File: src/rtl/irq_agg.sv
// irq_agg: interrupt aggregator with per-source polarity, edge/level
// capture, optional 2-flop synchronizers and a native-bus register file.
module irq_agg #(
  parameter int NSRC = 32,
  parameter int SYNC = 1
) (
  input  logic            clk_i,
  input  logic            rst_i,
  input  logic [NSRC-1:0] src_i,
  input  logic            mem_valid_i,
  input  logic [31:0]     mem_addr_i,
  input  logic [31:0]     mem_wdata_i,
  input  logic [3:0]      mem_wstrb_i,
  output logic            mem_ready_o,
  output logic [31:0]     mem_rdata_o,
  output logic [31:0]     irq_o
);

  localparam logic [31:0] MASK = 32'((64'd1 << NSRC) - 64'd1);

  typedef enum logic {IDLE, ACK} state_t;

  state_t      state;
  state_t      state_n;
  logic        load;
  logic        wr;
  logic [2:0]  addr_q;
  logic [31:0] wdata_q;
  logic [3:0]  wstrb_q;
  logic [31:0] rdata_q;
  logic [31:0] rdata_n;

  logic [31:0] pend;
  logic [31:0] ena;
  logic [31:0] mode;
  logic [31:0] pol;
  logic [31:0] pend_n;
  logic [31:0] ena_n;
  logic [31:0] mode_n;
  logic [31:0] pol_n;
  logic [31:0] w1c;
  logic [31:0] swset;
  logic [31:0] bmask;
  logic [31:0] wbits;

  logic [31:0] src_w;
  logic [31:0] lvl;
  logic [31:0] synced;
  logic [31:0] dly;
  logic [31:0] flip;
  logic [31:0] rise;
  logic        unused_ok;

  assign unused_ok = ^{mem_addr_i[31:5], mem_addr_i[1:0]};

  assign src_w = 32'(src_i) & MASK;
  assign lvl   = src_w ^ pol;

  // A polarity write inverts the whole level history of the affected
  // bits, so the new polarity never looks like a fresh edge.
  assign flip = pol ^ pol_n;

  generate
    if (SYNC != 0) begin : g_sync
      logic [31:0] s1;
      logic [31:0] s2;
      always_ff @(posedge clk_i) begin
        if (rst_i) begin
          s1 <= '0;
          s2 <= '0;
        end else begin
          s1 <= lvl ^ flip;
          s2 <= s1 ^ flip;
        end
      end
      assign synced = s2;
    end else begin : g_direct
      assign synced = lvl;
    end
  endgenerate

  assign rise = synced & ~dly;

  assign wr    = (state == ACK) && (wstrb_q != 4'b0000);
  assign bmask = {{8{wstrb_q[3]}}, {8{wstrb_q[2]}},
                  {8{wstrb_q[1]}}, {8{wstrb_q[0]}}};
  assign wbits = wdata_q & bmask & MASK;

  always_comb begin
    ena_n  = ena;
    mode_n = mode;
    pol_n  = pol;
    w1c    = '0;
    swset  = '0;
    if (wr) begin
      unique case (1'b1)
        (addr_q == 3'd0): w1c    = wbits;
        (addr_q == 3'd1): ena_n  = (ena & ~bmask) | wbits;
        (addr_q == 3'd2): mode_n = (mode & ~bmask) | wbits;
        (addr_q == 3'd3): pol_n  = (pol & ~bmask) | wbits;
        (addr_q == 3'd5): swset  = wbits;
        default: ;
      endcase
    end
  end

  // Set sources (edge, SWSET) win over a same-cycle W1C.
  assign pend_n = ((mode & (rise | (pend & ~w1c)))
                 | (~mode & synced)
                 | swset) & MASK;

  always_ff @(posedge clk_i) begin
    if (rst_i) begin
      pend <= '0;
      ena  <= '0;
      mode <= '0;
      pol  <= '0;
      dly  <= '0;
    end else begin
      pend <= pend_n;
      ena  <= ena_n;
      mode <= mode_n;
      pol  <= pol_n;
      dly  <= (synced ^ flip) & MASK;
    end
  end

  always_comb begin
    rdata_n = '0;
    unique case (1'b1)
      (mem_addr_i[4:2] == 3'd0): rdata_n = pend;
      (mem_addr_i[4:2] == 3'd1): rdata_n = ena;
      (mem_addr_i[4:2] == 3'd2): rdata_n = mode;
      (mem_addr_i[4:2] == 3'd3): rdata_n = pol;
      (mem_addr_i[4:2] == 3'd4): rdata_n = synced;
      default: rdata_n = '0;
    endcase
  end

  always_ff @(posedge clk_i) begin
    if (rst_i) begin
      state <= IDLE;
    end else begin
      state <= state_n;
    end
  end

  always_comb begin
    state_n = state;
    load    = 1'b0;
    unique case (state)
      IDLE: begin
        if (mem_valid_i) begin
          state_n = ACK;
          load    = 1'b1;
        end
      end
      ACK: state_n = IDLE;
    endcase
  end

  always_ff @(posedge clk_i) begin
    if (rst_i) begin
      addr_q  <= '0;
      wdata_q <= '0;
      wstrb_q <= '0;
      rdata_q <= '0;
    end else if (load) begin
      addr_q  <= mem_addr_i[4:2];
      wdata_q <= mem_wdata_i;
      wstrb_q <= mem_wstrb_i;
      rdata_q <= rdata_n;
    end
  end

  // Reset during ACK suppresses the pending ready pulse.
  assign mem_ready_o = (state == ACK) && !rst_i;
  assign mem_rdata_o = mem_ready_o ? rdata_q : '0;
  assign irq_o       = pend & ena;

endmodule

File: config.mk
export PLATFORM = sky130hd
export DESIGN_NAME = irq_agg
export DESIGN_NICKNAME = d
export VERILOG_FILES = /design/src/rtl/irq_agg.sv
export SDC_FILE = /design/constraint.sdc
export NUM_CORES = 1
export LEC_CHECK = 0
export BUFFER_PORTS_ARGS = -buffer_cell sky130_fd_sc_hd__buf_2
export CORE_MARGIN = 3
export CORE_UTILIZATION = 44
export CTS_BUF_LIST = sky130_fd_sc_hd__clkbuf_8
export DETAILED_ROUTE_END_ITERATION = 10
export PLACE_DENSITY_LB_ADDON = 0.2
export SLEW_MARGIN = 20
export SYNTH_ARGS = -nofsm -noshare
export SYNTH_HDL_FRONTEND = slang
export SYNTH_SLANG_ARGS = --single-unit
export TNS_END_PERCENT = 5
File: constraint.sdc
create_clock -name clk_i -period 2.7 [get_ports clk_i]
set_input_delay 0.27 -clock clk_i [delete_from_list [all_inputs] [get_ports clk_i]]
set_output_delay 0.27 -clock clk_i [all_outputs]
set_load 0.02 [all_outputs]
### Yosys cells after proc, flatten, opt, wreduce, memory -nomap -nowiden

Cells that the tools add are included.

* eq/ne operators: 8
* mux-type cells: 11
* bitwise logic cells: 25
* reduce and logical (&&, ||, !) cells: 8

Operators by type and width (count)
* $and A32 B32 Y32: 9
* $mux W32: 7
* $or A32 B32 Y32: 6
* $pmux W32 S5: 1
* $xor A32 B32 Y32: 5
* $not A32 Y32: 4
* $eq A3 B2 Y1 const B: 4
* $eq A3 B1 Y1 const B: 2
* $eq A3 B3 Y1 const B: 2
* $logic_not A3 Y1: 2
* $reduce_and A2 Y1: 2
* $reduce_bool A4 Y1: 1
* $logic_and A1 B1 Y1: 2
* $mux W1: 2
* $pmux W1 S2: 1
* $logic_not A1 Y1: 1
* $not A1 Y1: 1

* register bits: 296
* input port bits: 103
* logic and storage cells: 64

### Depth between registers and ports, before layout

Gate-level depths: netlist of run 1.

* word-level depth: 9
* mapped depth: 7
* gate-level depth less buffers: 3

### Least setup slack after synthesis of run 1

Ideal clock, no wire load.

* path kind: register -> output
* start: reg state
* end: out mem_rdata_o[22]
* arrival: 1.362 ns
* required time: 2.430 ns
* path slack: 1.068 ns
* cell stages (with the launch flop): 5
* path buffers: 2
* cell sequence: dfxtp_1 buf_2 nor2b_1 clkbuf_1 and2_1

* word-level cells in the longest chain between the ends: 2

RTL lines
* start, declared: RTL line 23 `state_t state;`
* start signal, assigned: RTL line 144 `state <= state_n;`
* $logic_and A1 B1 Y1: RTL line 177 `assign mem_ready_o = (state == ACK) && !rst_i;`
* named net mem_ready_o: RTL line 14 `output logic mem_ready_o,`
* $mux W32: RTL line 178 `assign mem_rdata_o = mem_ready_o ? rdata_q : '0;`
* end, declared: RTL line 15 `output logic [31:0] mem_rdata_o,`

The timed path passes the listed nets, and every way through them passes these cells.

### Worst setup path in the final report of run 1

* start: reg state
* end: out mem_rdata_o[9]

* word-level cells in the longest chain between the ends: 2

RTL lines (RTL line)
* $logic_and A1 B1 Y1: 177
* $mux W32: 178

Every way passes these cells.

==> impl_metrics.env, run 1 <==
export IMPL_dieArea_um2=37770
export IMPL_first_pass_iters=5
export IMPL_grt_max_degree=216
export IMPL_start_util_pct=44.97
export IMPL_pre_cts_slack_ps=388.2
export IMPL_rrSetupSlack_ps=440
export IMPL_final_common_cell="dfxtp_1"
export IMPL_setup_violations=0
export IMPL_hold_class="primary input to register"
export IMPL_grt_usage_pct=23.79
export IMPL_cp_required_ps=2430
export IMPL_n_fill_cell=3266
export IMPL_critical_path_top_delay_family="flip-flops"
export IMPL_core_area_um2=34710
export IMPL_synth_seq_cells=296
export IMPL_layout_drive_gt1_share_pct=23.43
export IMPL_post_drt_wl_per_cell_um=19.46
export IMPL_reg2reg_depth=5
export IMPL_synth_seq_area_share_pct=37.96
export IMPL_cp_num_cells=4
export IMPL_hold_start="src_i[13]"
export IMPL_tightest_slew_ps=1035
export IMPL_placement_io_buffers=138
export IMPL_fin_crit_sh_pct=88.18
export IMPL_status="completed"
export IMPL_h_tree_depth=2
export IMPL_p_per_area_nw_per_um2=528.5
export IMPL_first_iter_violations=1242
export IMPL_grt_overflow_total=0
export IMPL_ctsLongestPathBuffers=3
export IMPL_drv_slew=0
export IMPL_drt_total_wl_um=46760
export IMPL_area_delta_synth_final_pct=15.00
export IMPL_ir_drop_uv=349.8
export IMPL_layout_common_cells="dfxtp_1, nand2_1, a21oi_1"
export IMPL_gp_congestion=0.7991
export IMPL_crit_arrival_ps=2110
export IMPL_r2r_start="state"
export IMPL_max_stage_delay_ps=580
export IMPL_synth_top_area_share_pct=37.96
export IMPL_worst_slack_ps=319.3
export IMPL_synth_area_leaders="dfxtp_1, mux2_2, nor3b_1"
export IMPL_clk_pin_slew_ps=60
export IMPL_instances_no_fill=2403
export IMPL_min_period_ps=2381
export IMPL_hpwl_um=27890
export IMPL_tritoncts="done"
export IMPL_synth_area_um2=15610
export IMPL_synth_cell_types=38
export IMPL_cp_num_buf_inv=2
export IMPL_layout_nets=2013
export IMPL_ant_nets=0
export IMPL_cts_sinks=296
export IMPL_pin_count=168
export IMPL_placed_cells=2268
export IMPL_numCtsBuffers=52
export IMPL_avgSynthCellArea_um2=8.544
export IMPL_hold_end="g_sync.s1[13]"
export IMPL_maxSlewHeadroom_pct=31.03
export IMPL_clk_insertion_delay_late_ps=600
export IMPL_criticalPathCategory="register to primary output"
export IMPL_hold_viol_final=0
export IMPL_drv_cap=0
export IMPL_drc_errors=0
export IMPL_rows=68
export IMPL_crit_slowest_cell="dfxtp_1"
export IMPL_syn_nets=1930
export IMPL_critPathCaptureType="primary output"
export IMPL_grt_first_pass_wirelength_um=73930
export IMPL_clockRootBuffer="clkbuf_8"
export IMPL_via_per_inst=5.836
export IMPL_antenna_found_initial=1
export IMPL_rsz0062_at_grt="no"
export IMPL_die_w_um=194.4
export IMPL_vias=14030
export IMPL_ys_warn_count=0
export IMPL_die_h_um=194.4
export IMPL_crit_fanout=11
export IMPL_start_kind="register"
export IMPL_fmax_mhz=420.0
export IMPL_hold_path_depth=4
export IMPL_path_cells="nor2b_4 > buf_4 > and2_1 > buf_2"
export IMPL_grt_pass1_vias=13370
export IMPL_p_leak_nw=6.295
export IMPL_tns_ps=0
export IMPL_skew_ps=32.69
export IMPL_regToRegEndpoint="wdata_q[27]"
export IMPL_synthCells=1827
export IMPL_yosysTopAreaCell="dfxtp_1"
-- cell type report --
cell class / count / area [um2] / share of cell area, %
sequential: 296 / 5926 / 33.01
antenna: 2 / 5.005 / 0.02788
clock buffer: 63 / 867.1 / 4.830
multi-input combinational: 1296 / 8686 / 48.39
timing repair buffer: 232 / 1662 / 9.256
tap: 455 / 569.3 / 3.171
inverter: 32 / 120.1 / 0.6691
clock inverter: 27 / 116.4 / 0.6482
-- worst reg2reg max path, delay by kind of cell, from the launching register on --
family	cells	cell delay [ps]
AO/OA/AOI/OAI	1	170
buffers and inverters	2	860
flip-flops	1	580
AND/OR/NAND/NOR	2	580
-- Yosys cell counts --
library cell	n
a32oi_1	31
nor2_1	67
mux2_2	118
nor3_2	32
a21oi_1	167
buf_4	10
a221oi_1	12
nand2b_1	5
nand2_1	174
a21boi_0	1
o21ai_0	73
and3b_1	2
and4b_1	1
or3b_4	1
nor3b_1	128
nor3b_2	1
o311ai_2	7
a221oi_2	20
and2_1	64
nand3b_1	2
a41oi_1	1
dfxtp_1	296
and3_1	1
a22oi_1	64
nand3_2	1
xnor2_1	32
o311ai_1	25
buf_6	3
o21ai_1	24
clkbuf_1	87
buf_1	6
nand3_1	96
o211ai_1	32
mux2_1	10
o22ai_1	32
buf_2	97
inv_1	32
nor2b_1	72
-- metrics by stage --
stage               hold slack (ps)  instance area, um2  power (mW)  util (%)
floorplan                     406.0               15610       5.258         -
global placement              468.3               16520       5.532     47.58
finish                        45.03               17950       9.487     51.71
CTS                           4.073               17930       9.576     51.64
global route                  52.42               17950       9.875     51.70
detailed placement            476.7               16520       5.558     47.58
-- where the power goes --
| group | switching (mW) | leakage, nW | internal (mW) |
|---|---|---|---|
| clock | 1.87 | 0.578 | 2.09 |
| combinational | 0.564 | 3.31 | 0.345 |
| sequential | 0.134 | 2.41 | 4.48 |
| total | 2.57 | 6.30 | 6.92 |
-- kinds of logic (layout without fill, tap and decap cells) --
family / Yosys count / count (layout) / synth area share, %
flip-flops: 296 / 296 / 37.96
multiplexers: 128 / 128 / 9.234
buffers and inverters: 235 / 354 / 6.813
XOR/XNOR: 32 / 32 / 1.795
AO/OA/AOI/OAI: 489 / 489 / 20.94
other: 0 / 2 / 0
AND/OR/NAND/NOR: 647 / 647 / 23.26
-- timing repair --
| action | CTS | global route |
|---|---|---|
| resized for setup | 1 | 0 |
| setup endpoints to repair | 32 | 19 |
| endpoints found under the hold margin | 43 | 0 |
| setup buffers | 0 | 1 |
| hold buffers | 42 | 0 |
-- routing by layer --
metal  up-vias  wire, um  GRT usage [%]
met2       405     22690          40.44
met1      6830     20390          30.95
met3        77      2521          3.917
met5         -         0              0
met4         0      1158          7.686
li1       6713         -              -
-- worst max path at each step --
| stage | to | slack, ps | startpoint |
|---|---|---|---|
| 3_3_place_gp | mem_rdata_o[2] | 460 | state |
| 2_1_floorplan | mem_rdata_o[22] | 1070 | state |
| 6_report | mem_rdata_o[9] | 320 | state |
| 4_1_cts | mem_rdata_o[9] | 50 | state |
| 3_5_place_dp | mem_rdata_o[9] | 390 | state |
| 5_1_grt | mem_rdata_o[12] | 220 | state |
Power figures use the tool's default switching activity.
==> inputs of run 2 (changes only) <==
--- a/config.mk
+++ b/config.mk
@@ -10,6 +10,7 @@
 export CORE_UTILIZATION = 44
 export CTS_BUF_LIST = sky130_fd_sc_hd__clkbuf_8
 export DETAILED_ROUTE_END_ITERATION = 10
+export MAX_ROUTING_LAYER = met4
 export PLACE_DENSITY_LB_ADDON = 0.2
 export SLEW_MARGIN = 20
 export SYNTH_ARGS = -nofsm -noshare
==> run 2 against run 1 <==
- setup slack got worse by 2.8 ps
- sequential power barely moved
- sequential share of layout area did not move
- critical path type unchanged
==> impl_metrics.env, run 2 (same netlist as run 1, synthesis figures left out) <==
export IMPL_rsz0062_at_grt="no"
export IMPL_cts_sinks=296
export IMPL_drt_total_wl_um=46740
export IMPL_numCtsBuffers=52
export IMPL_area_delta_synth_final_pct=15.00
export IMPL_cp_required_ps=2430
export IMPL_hold_start="src_i[13]"
export IMPL_final_common_cell="dfxtp_1"
export IMPL_crit_fanout=11
export IMPL_placement_io_buffers=138
export IMPL_crit_arrival_ps=2110
export IMPL_setup_violations=0
export IMPL_ctsLongestPathBuffers=3
export IMPL_ant_nets=0
export IMPL_core_area_um2=34710
export IMPL_layout_nets=2013
export IMPL_pin_count=168
export IMPL_hpwl_um=27890
export IMPL_r2r_start="state"
export IMPL_first_iter_violations=1212
export IMPL_gp_congestion=0.8111
export IMPL_die_h_um=194.4
export IMPL_fmax_mhz=419.6
export IMPL_utilization_pct=51.71
export IMPL_maxSlewHeadroom_pct=23.81
export IMPL_p_leak_nw=6.295
export IMPL_internal_power_mw=6.918
export IMPL_grt_usage_pct=24.50
export IMPL_criticalPathCategory="register to primary output"
export IMPL_regToRegEndpoint="wdata_q[27]"
export IMPL_skew_ps=26.63
export IMPL_layout_common_cells="dfxtp_1, nand2_1, a21oi_1"
export IMPL_grt_max_degree=216
export IMPL_hold_path_depth=4
export IMPL_rows=68
export IMPL_p_seq_share_pct=48.6
export IMPL_hold_class="primary input to register"
export IMPL_tritoncts="done"
export IMPL_switchingPower_mw=2.571
export IMPL_ir_drop_uv=348.7
export IMPL_tightest_slew_ps=1143
export IMPL_p_comb_share_pct=9.6
export IMPL_dieArea_um2=37770
export IMPL_antenna_found_initial=1
export IMPL_p_per_area_nw_per_um2=528.6
export IMPL_hold_end="g_sync.s1[13]"
export IMPL_whs_ps=49.12
export IMPL_status="completed"
export IMPL_grt_first_pass_wirelength_um=73950
export IMPL_start_util_pct=44.97
export IMPL_die_w_um=194.4
export IMPL_rrSetupSlack_ps=440
export IMPL_first_pass_iters=5
export IMPL_p_sw_share_pct=27.09
export IMPL_tns_ps=0
export IMPL_grt_pass1_vias=13360
export IMPL_drv_cap=0
export IMPL_fin_crit_sh_pct=88.28
export IMPL_critPathCaptureType="primary output"
export IMPL_via_per_inst=5.826
export IMPL_layout_drive_gt1_share_pct=23.43
export IMPL_clk_pin_slew_ps=60
export IMPL_vias=14000
export IMPL_start_kind="register"
export IMPL_drc_errors=0
export IMPL_h_tree_depth=2
export IMPL_reg2reg_depth=5
export IMPL_grt_overflow_total=0
export IMPL_post_drt_wl_per_cell_um=19.45
export IMPL_clockRootBuffer="clkbuf_8"
export IMPL_min_period_ps=2384
export IMPL_hold_viol_final=0
export IMPL_clk_insertion_delay_late_ps=600
export IMPL_drv_slew=0
export IMPL_clkPwrFrac_pct=41.8
[run 2: worst max-delay path, stage by stage (launching register included)]
cell,delay [ps]
dfxtp_1,580
nor2b_4,400
buf_4,230
and2_1,140
buf_2,160
[run 2: final cells by class]
type                            instances  area (um2)
Tap cell                              455       569.3
Timing Repair Buffer                  232        1662
Clock inverter                         27       116.4
Sequential cell                       296        5926
Fill cell                            3266       16760
Antenna cell                            2       5.005
Inverter                               32       120.1
Multi-Input combinational cell       1296        8686
Clock buffer                           63       867.1
[run 2: how the worst max path moves through the flow]
stage | from | to | slack [ps]
finish | state | mem_rdata_o[9] | 320
global route | state | mem_rdata_o[12] | 220
CTS | state | mem_rdata_o[9] | 50
detailed placement | state | mem_rdata_o[9] | 390
global placement | state | mem_rdata_o[2] | 460
floorplan | state | mem_rdata_o[22] | 1070
[run 2: per-layer routing]
| layer | GRT usage, % | wire length, um | up-vias |
|---|---|---|---|
| li1 | - | - | 6709 |
| met1 | 31.01 | 20540 | 6813 |
| met2 | 40.47 | 22540 | 393 |
| met3 | 3.813 | 2516 | 84 |
| met4 | 7.686 | 1145 | 0 |
| met5 | - | 0 | - |
[run 2: through the flow]
step           total power [mW]  worst slack, ps  instance area [um2]  instances
2_1_floorplan             5.258             1068                15610       1827
3_3_place_gp              5.532            456.2                16520       2268
3_5_place_dp              5.558            388.2                16520       2268
4_1_cts                   9.576            46.36                17930       2400
5_1_grt                   9.876            223.1                17950       2402
6_report                  9.489            316.5                17950       2403
[run 2: timing repair]
action                                  4_1_cts  5_1_grt
hold endpoints to repair                     43        0
setup buffers                                 0        1
hold buffers                                 42        0
endpoints found under the setup margin       32       19
resized for setup                             1        0
[run 2: power groups by stage]
stage	clock [mW]	combinational (mW)	sequential [mW]
finish	3.97	0.909	4.61
CTS	4.06	0.904	4.61
detailed placement	0	0.854	4.70
floorplan	0	0.646	4.61
global placement	0	0.831	4.70
global route	4.26	0.985	4.63
